--- config.mk ---
export PLATFORM = sky130hd
export DESIGN_NAME = ncl_dualrail_rx
export DESIGN_NICKNAME = d
export VERILOG_FILES = /design/src/rtl/ncl_dualrail_rx.sv
export SDC_FILE = /design/constraint.sdc
export NUM_CORES = 1
export LEC_CHECK = 0
export ABC_AREA = 1
export BUFFER_PORTS_ARGS = -buffer_cell sky130_fd_sc_hd__buf_2
export CAP_MARGIN = 10
export CORE_MARGIN = 8
export CORE_UTILIZATION = 23
export DETAILED_ROUTE_END_ITERATION = 8
export GPL_ROUTABILITY_DRIVEN = 0
export GPL_TIMING_DRIVEN = 0
export PLACE_DENSITY = 0.37
export SLEW_MARGIN = 10
export SYNTH_ARGS = -nofsm -noshare
export SYNTH_HDL_FRONTEND = slang
export SYNTH_SLANG_ARGS = --single-unit
--- constraint.sdc ---
create_clock -name clk -period 2.2 [get_ports clk]
set_input_delay 0.44 -clock clk [delete_from_list [all_inputs] [get_ports clk]]
set_output_delay 0.44 -clock clk [all_outputs]
set_load 0.005 [all_outputs]
--- src/rtl/ncl_dualrail_rx.sv ---
// ncl_dualrail_rx: clocked receiver terminating a dual-rail four-phase NCL pipeline.
// Synchronizes the rails, detects DATA/NULL wavefronts, returns completion on acomp,
// and delivers each decoded DATA word through a small valid/ready output FIFO.
module ncl_dualrail_rx #(
  parameter int WIDTH       = 8,
  parameter int SYNC_STAGES = 2,
  parameter int DEPTH       = 2
) (
  input  logic               clk,
  input  logic               init,
  input  logic [2*WIDTH-1:0] a,
  output logic               acomp,
  output logic [WIDTH-1:0]   dout,
  output logic               dout_valid,
  input  logic               dout_ready,
  output logic               err,
  output logic [15:0]        word_cnt
);

  localparam int AW = (DEPTH > 1) ? $clog2(DEPTH) : 1;
  localparam int CW = $clog2(DEPTH + 1);

  typedef enum logic [1:0] {
    IDLE_NULL = 2'd0,
    WAIT_NULL = 2'd1,
    ERROR     = 2'd2
  } state_t;

  // ---------------------------------------------------------------
  // Rail synchronizers
  // ---------------------------------------------------------------
  logic [2*WIDTH-1:0] sync_reg [SYNC_STAGES];
  logic [2*WIDTH-1:0] s;

  // First stage samples the asynchronous rails directly.
  always_ff @(posedge clk) begin
    if (init) sync_reg[0] <= '0;
    else      sync_reg[0] <= a;
  end

  genvar gi;
  generate
    for (gi = 1; gi < SYNC_STAGES; gi++) begin : g_sync
      // Remaining stages shift the sampled rails toward s.
      always_ff @(posedge clk) begin
        if (init) sync_reg[gi] <= '0;
        else      sync_reg[gi] <= sync_reg[gi-1];
      end
    end
  endgenerate

  assign s = sync_reg[SYNC_STAGES-1];

  // ---------------------------------------------------------------
  // Wavefront classification on the synchronized rails
  // ---------------------------------------------------------------
  logic [WIDTH-1:0] bit_null;
  logic [WIDTH-1:0] bit_data;
  logic [WIDTH-1:0] bit_ill;
  logic [WIDTH-1:0] word_dec;

  generate
    for (gi = 0; gi < WIDTH; gi++) begin : g_cls
      assign bit_null[gi] = ~s[2*gi+1] & ~s[2*gi];
      assign bit_data[gi] =  s[2*gi+1] ^  s[2*gi];
      assign bit_ill[gi]  =  s[2*gi+1] &  s[2*gi];
      assign word_dec[gi] =  s[2*gi+1];
    end
  endgenerate

  logic is_null;
  logic is_data;
  logic is_ill;

  assign is_null = &bit_null;
  assign is_data = &bit_data;
  assign is_ill  = |bit_ill;

  // ---------------------------------------------------------------
  // Output FIFO state
  // ---------------------------------------------------------------
  logic [WIDTH-1:0] mem [DEPTH];
  logic [AW-1:0]    wr_ptr_reg;
  logic [AW-1:0]    rd_ptr_reg;
  logic [CW-1:0]    count_reg;
  logic [CW-1:0]    count_next;
  logic [WIDTH-1:0] dout_reg;
  logic [WIDTH-1:0] dout_next;
  logic             dout_valid_reg;
  logic             full;
  logic             push;
  logic             pop;
  state_t           state_reg;

  assign full = (count_reg == CW'(DEPTH));
  assign pop  = dout_valid_reg & dout_ready;

  // Push only on a clean DATA wavefront while waiting for DATA; an illegal
  // code in the same cycle wins, and a full FIFO (before any pop) refuses.
  always_comb begin
    push = 1'b0;
    if (state_reg == IDLE_NULL && is_data && !is_ill && !full) push = 1'b1;
  end

  // Next occupancy and next head word; the head register keeps the last
  // word when the FIFO runs empty.
  always_comb begin
    count_next = count_reg + CW'(push) - CW'(pop);
    dout_next  = dout_reg;
    if (pop) begin
      if (count_reg > CW'(1))
        dout_next = mem[rd_ptr_reg + AW'(1)];
      else if (push)
        dout_next = word_dec;
    end else if (push && count_reg == '0) begin
      dout_next = word_dec;
    end
  end

  // Storage array write port; contents need no reset since the head is
  // tracked in its own register.
  always_ff @(posedge clk) begin
    if (push) mem[wr_ptr_reg] <= word_dec;
  end

  // FIFO pointers, occupancy and registered head/valid.
  always_ff @(posedge clk) begin
    if (init) begin
      wr_ptr_reg     <= '0;
      rd_ptr_reg     <= '0;
      count_reg      <= '0;
      dout_reg       <= '0;
      dout_valid_reg <= 1'b0;
    end else begin
      if (push) wr_ptr_reg <= wr_ptr_reg + AW'(1);
      if (pop)  rd_ptr_reg <= rd_ptr_reg + AW'(1);
      count_reg      <= count_next;
      dout_reg       <= dout_next;
      dout_valid_reg <= (count_next != '0);
    end
  end

  // ---------------------------------------------------------------
  // Handshake FSM with registered acomp, err and word counter
  // ---------------------------------------------------------------
  logic        acomp_reg;
  logic        err_reg;
  logic [15:0] word_cnt_reg;

  // Illegal codes trap into ERROR from any state; otherwise alternate
  // between accepting one DATA word and waiting for the NULL return.
  always_ff @(posedge clk) begin
    if (init) begin
      state_reg    <= IDLE_NULL;
      acomp_reg    <= 1'b0;
      err_reg      <= 1'b0;
      word_cnt_reg <= '0;
    end else if (is_ill) begin
      state_reg <= ERROR;
      acomp_reg <= 1'b0;
      err_reg   <= 1'b1;
    end else begin
      case (state_reg)
        IDLE_NULL: begin
          if (push) begin
            state_reg    <= WAIT_NULL;
            acomp_reg    <= 1'b1;
            word_cnt_reg <= word_cnt_reg + 16'd1;
          end
        end
        WAIT_NULL: begin
          if (is_null) begin
            state_reg <= IDLE_NULL;
            acomp_reg <= 1'b0;
          end
        end
        ERROR: begin
          acomp_reg <= 1'b0;
        end
        default: begin
          state_reg <= ERROR;
          acomp_reg <= 1'b0;
          err_reg   <= 1'b1;
        end
      endcase
    end
  end

  assign acomp      = acomp_reg;
  assign err        = err_reg;
  assign word_cnt   = word_cnt_reg;
  assign dout       = dout_reg;
  assign dout_valid = dout_valid_reg;

endmodule
* Word-level counts from Yosys, hierarchy flattened *
Memory sizes are Yosys's and may differ from the RTL's.
Index checks and enable logic that the tools add are counted.

storage, ports and cells
  bits in registers = 33
  RAM bits = 48
  output and inout bits = 27
  memories = 2

cells by class
  $add $sub $neg = 5
  magnitude comparators = 1
  equality and inequality tests = 10
  multiplexer cells = 21
  bitwise gates (word level) = 45
  reductions and logical operators = 20

memory list
  memory    depth  width  rd ports  clocked after Yosys merged registers in  wr ports  line  RTL
  sync_reg  2      16     2         0                                        2         32    logic [2*WIDTH-1:0] sync_reg [SYNC_STAGES];
  mem       2      8      1         0                                        1         82    logic [WIDTH-1:0] mem [DEPTH];

operators with widths
  kind                     number
  $mux W16                 2
  $mux W8                  4
  $not A1 Y1               18
  $and A1 B1 Y1            17
  $add A16 B1 Y16 const B  1
  $reduce_and A8 Y1        2
  $mux W1                  10
  $reduce_and A3 Y1        3
  $reduce_or A9 Y1         1
  $reduce_or A8 Y1         1
  $xor A1 B1 Y1            8
  $mux W2                  3
  $ne A2 B2 Y1 const B     3
  $ne A3 B3 Y1 const B     2
  $pmux W2 S3              1
  $eq A2 B2 Y1 const B     2
  $logic_and A1 B1 Y1      4
  $logic_not A2 Y1         2
  $reduce_and A2 Y1        2
  $reduce_bool A2 Y1       2
  $ne A3 B2 Y1 const B     1
  $reduce_or A3 Y1         1
  $add A1 B1 Y1 const B    2
  $add A2 B1 Y2            1
  other kinds (7)          9

* Depth between registers and ports, before layout *
  depth after elaboration = 9
  mapped depth = 12
  depth with buffers taken out = 11

* Worst setup path before layout *
No wires, ideal clock.

  path kind = register -> register
  from = mem sync_reg[1][11] in the netlist's numbering
  to = reg dout_valid_reg (netlist: dout_valid)
  arrival time = 1969 ps
  slack = 160 ps
  cell stages (with the launch flop) = 13
  buffers on the path = 1
  period minus slack after synthesis = 2040 ps
  path through = dfxtp_1 inv_1 ha_1 nand2_1 nor2_1 nand3_4 buf_6 ha_1 inv_1 ha_1 xnor2_1 inv_1 a21oi_1

RTL lines
  element               line  RTL
  from (decl)           32
  to (signal assigned)  139   dout_valid_reg <= (count_next != '0);
  to (decl)             89    logic dout_valid_reg;

==> flow_summary_export.csv <==
group,metric,value,unit
run_status,outcome,"completed",
setup_path,cp-end-kind,"flop",
logic_synthesis,synth_edf_count,16,
setup_path,cp-start-kind,"flop",
timing,period_minus_slack,2040,ps
setup_path,cpPeakStageDelay,360,ps
routing,routed_wirelength,8080,um
power_and_ir_drop,p_sw,0.000868,W
clock_tree,cts_root_buf,"clkbuf_16",
hold_path,min_path_type,"primary input to flop",
timing,fmax,491,MHz
logic_synthesis,ys_seq_area_share,50.0,%
grt,track_usage,8.77,%
hold_path,holdPathStages,3,
timing,relSlewSlack,64.0,%
finish,largest_reg_flops,32,
grt,grt_pass1_wl,13500,um
placed_design,dpl_cell_area,0.00402,mm^2
setup_path,slowest_stage,"dfxtp_2",
timing,layout_setup_ws,162,ps
timing,rsz0062_at_grt,"false",
finish,post-route-cell-area,0.00452,mm^2
setup_path,path_cells,"inv_2, ha_4, nand4_1, nor2_2, nand3_4, ha_1, inv_1, ha_1, xnor2_1, inv_1, a21oi_2",
finish,nets,533,
placed_design,place_ws,-378,ps
clock_tree,clk_pin_slew,60,ps
logic_synthesis,avgSynthCellArea,8.27,um^2
routing,final_antenna_net_count,0,
power_and_ir_drop,p_clk_share,44.6,%
logic_synthesis,syn_inst,431,
finish,multi_input_area,0.00149,mm^2
die,die_w,141,um
logic_synthesis,synthFlopType,"dfxtp_1",
grt,grt_antenna_before_repair,0,
routing,wl_per_cell,11.8,um
power_and_ir_drop,combPwrFrac,10.0,%
placed_design,portBuffers,44,
die,rows,45,
finish,insertedDiodeCount,0,
logic_synthesis,synthArstFlopShare,0,%
die,io_pins,46,
finish,final_common_cell,"inv_1",
setup_path,cp.required,2470,ps
routing,via_per_inst,3.99,
routing,vias,2736,
setup_path,cp_max_fo,7,
power_and_ir_drop,p_sw_share,24.3,%
timing,finalCritPeriodShare,92.6,%
finish,syn2layout_area_growth,26.7,%
clock_tree,cts_buffers,9,
logic_synthesis,ys_ff_latch,81,
power_and_ir_drop,p_int,0.00271,W
grt,grt_overflow,0,
clock_tree,ctsHoldBuffers,0,
setup_path,critPathKind,"flop to flop",
clock_tree,clock_latency,340,ps
power_and_ir_drop,powerDensity,791,mW/mm^2
die,die_h,141,um
routing,drcViolationCount,0,
setup_path,reg2regPathDepth,11,
finish,seq_area,0.00181,mm^2
logic_synthesis,syn_area,0.00357,mm^2
run,maxCapViolations,0,
timing,skew,6.93,ps
timing,setup_viol,0,
timing,tightest_slew,540,ps
timing,holdWs,294,ps
die,coreArea,0.0152,mm^2
power_and_ir_drop,seq_power_share,45.4,%
placed_design,hpwl,6140,um
logic_synthesis,ys_types,26,
clock_tree,clk_path_buf_depth,2,
grt,grt_max_degree,15,
power_and_ir_drop,leakagePower,1.95,nW
clock_tree,h-tree-depth,3,
clock_tree,cts_sinks,81,
finish,layout_common_cells,"inv_1, nor2_1, nand2_1",
logic_synthesis,synth.yosys.warnings,0,
clock_tree,cts_tree,"built",
routing,drt_iter0_markers,119,
timing,drv_slew,0,
timing,hold_violations,0,
setup_path,critPathArrivalTime,2310,ps
routing,first_pass_iters,4,
die,die_area,0.0197,mm^2
logic_synthesis,synth_nets,470,
finish,layout-drive-gt1-share,24.5,%
power_and_ir_drop,ir_drop,0.366,mV
die,start_util,23.5,%
grt,grt_pass1_vias,2700,
finish,fillers,1649,
power by group through the flow:
| stage | logic (W) | registers [W] | clock network [W] |
|---|---|---|---|
| after detailed placement | 0.000342 | 0.00166 | 0 |
| after global placement | 0.000339 | 0.00166 | 0 |
| after floorplan | 0.000224 | 0.00165 | 0 |
| after CTS | 0.000356 | 0.00163 | 0.00165 |
| after global routing | 0.000418 | 0.00163 | 0.00172 |
| final | 0.000357 | 0.00162 | 0.00159 |
per-layer routing:
layer / wire length [um] / part of all wire (%) / up-vias / GRT usage (%)
met3: 246 / 3.0 / 13 / 2.24
li1: - / - / 1466 / -
met1: 4060 / 50 / 1220 / 10.6
met4: 209 / 2.6 / 0 / 5.09
met5: 0 / 0 / - / 0
met2: 3560 / 44 / 37 / 13.8
cells by family after synthesis:
family | after synthesis | synth area share (%)
AOI/OAI and AO/OA | 44 | 6.81
xor gates and xnor gates | 3 | 0.737
adders and majority gates | 20 | 7.02
buffers and inverters | 94 | 10.8
DFF | 81 | 50.0
and+or+nand+nor | 189 | 24.6
worst max-delay path, delay by kind of cell (launching register included):
kind / cells / cell delay [ps]
adder cells (fa/ha/maj): 3 / 740
AND/OR/NAND/NOR: 3 / 420
flip-flops: 1 / 360
XOR/XNOR: 1 / 130
AO/OA/AOI/OAI: 1 / 130
buffers and inverters: 3 / 180
metrics by stage:
step | util (%) | power [W] | std cells | setup TNS, ps
after global routing | 29.7 | 0.00377 | 686 | 0
final | 29.7 | 0.00357 | 686 | 0
after CTS | 29.2 | 0.00363 | 683 | 0
after floorplan | - | 0.00188 | 431 | 0
after detailed placement | 26.5 | 0.00200 | 663 | -8090
after global placement | 26.5 | 0.00200 | 663 | -7230
what timing repair did:
action	in CTS	in global routing
resized for setup	17	15
endpoints found under the setup margin	28	7
setup buffers	5	4
pin swaps	3	7
Yosys cell counts, types with 3 or more instances:
cell type	instances	area (um^2)
inv_1	81	304
nor2_1	75	282
dfxtp_1	65	1300
nand2_1	57	214
a21oi_1	23	115
ha_1	20	250
edfxtp_1	16	480
nand3_1	14	70.1
o21ai_0	12	60.1
nand4_1	9	56.3
nor3_1	9	45.0
o211ai_1	9	67.6
or2_2	8	50.1
nor2_4	6	67.6
nand2_2	5	31.3
buf_6	4	45.0
clkbuf_1	4	15.0
nor2_2	3	18.8
final timing paths:
kind	slack (ps)	startpoint	end
max	160	sync_reg[1][3]	dout_valid
min	290	a[14]	sync_reg[0][14]
max reg2reg	160	sync_reg[1][3]	dout_valid
min reg2reg	390	sync_reg[0][1]	sync_reg[1][1]
area by class of cell:
| cell class | count | share of cell area (%) |
|---|---|---|
| timing repair buffer | 53 | 6.37 |
| buffer | 10 | 1.41 |
| clock buffer | 12 | 6.64 |
| multi-input combinational | 256 | 33.0 |
| inverter | 83 | 6.89 |
| clock inverter | 3 | 0.526 |
| tap | 188 | 5.20 |
| sequential | 81 | 40.0 |
Note: power is estimated with default switching activity, not from simulation.
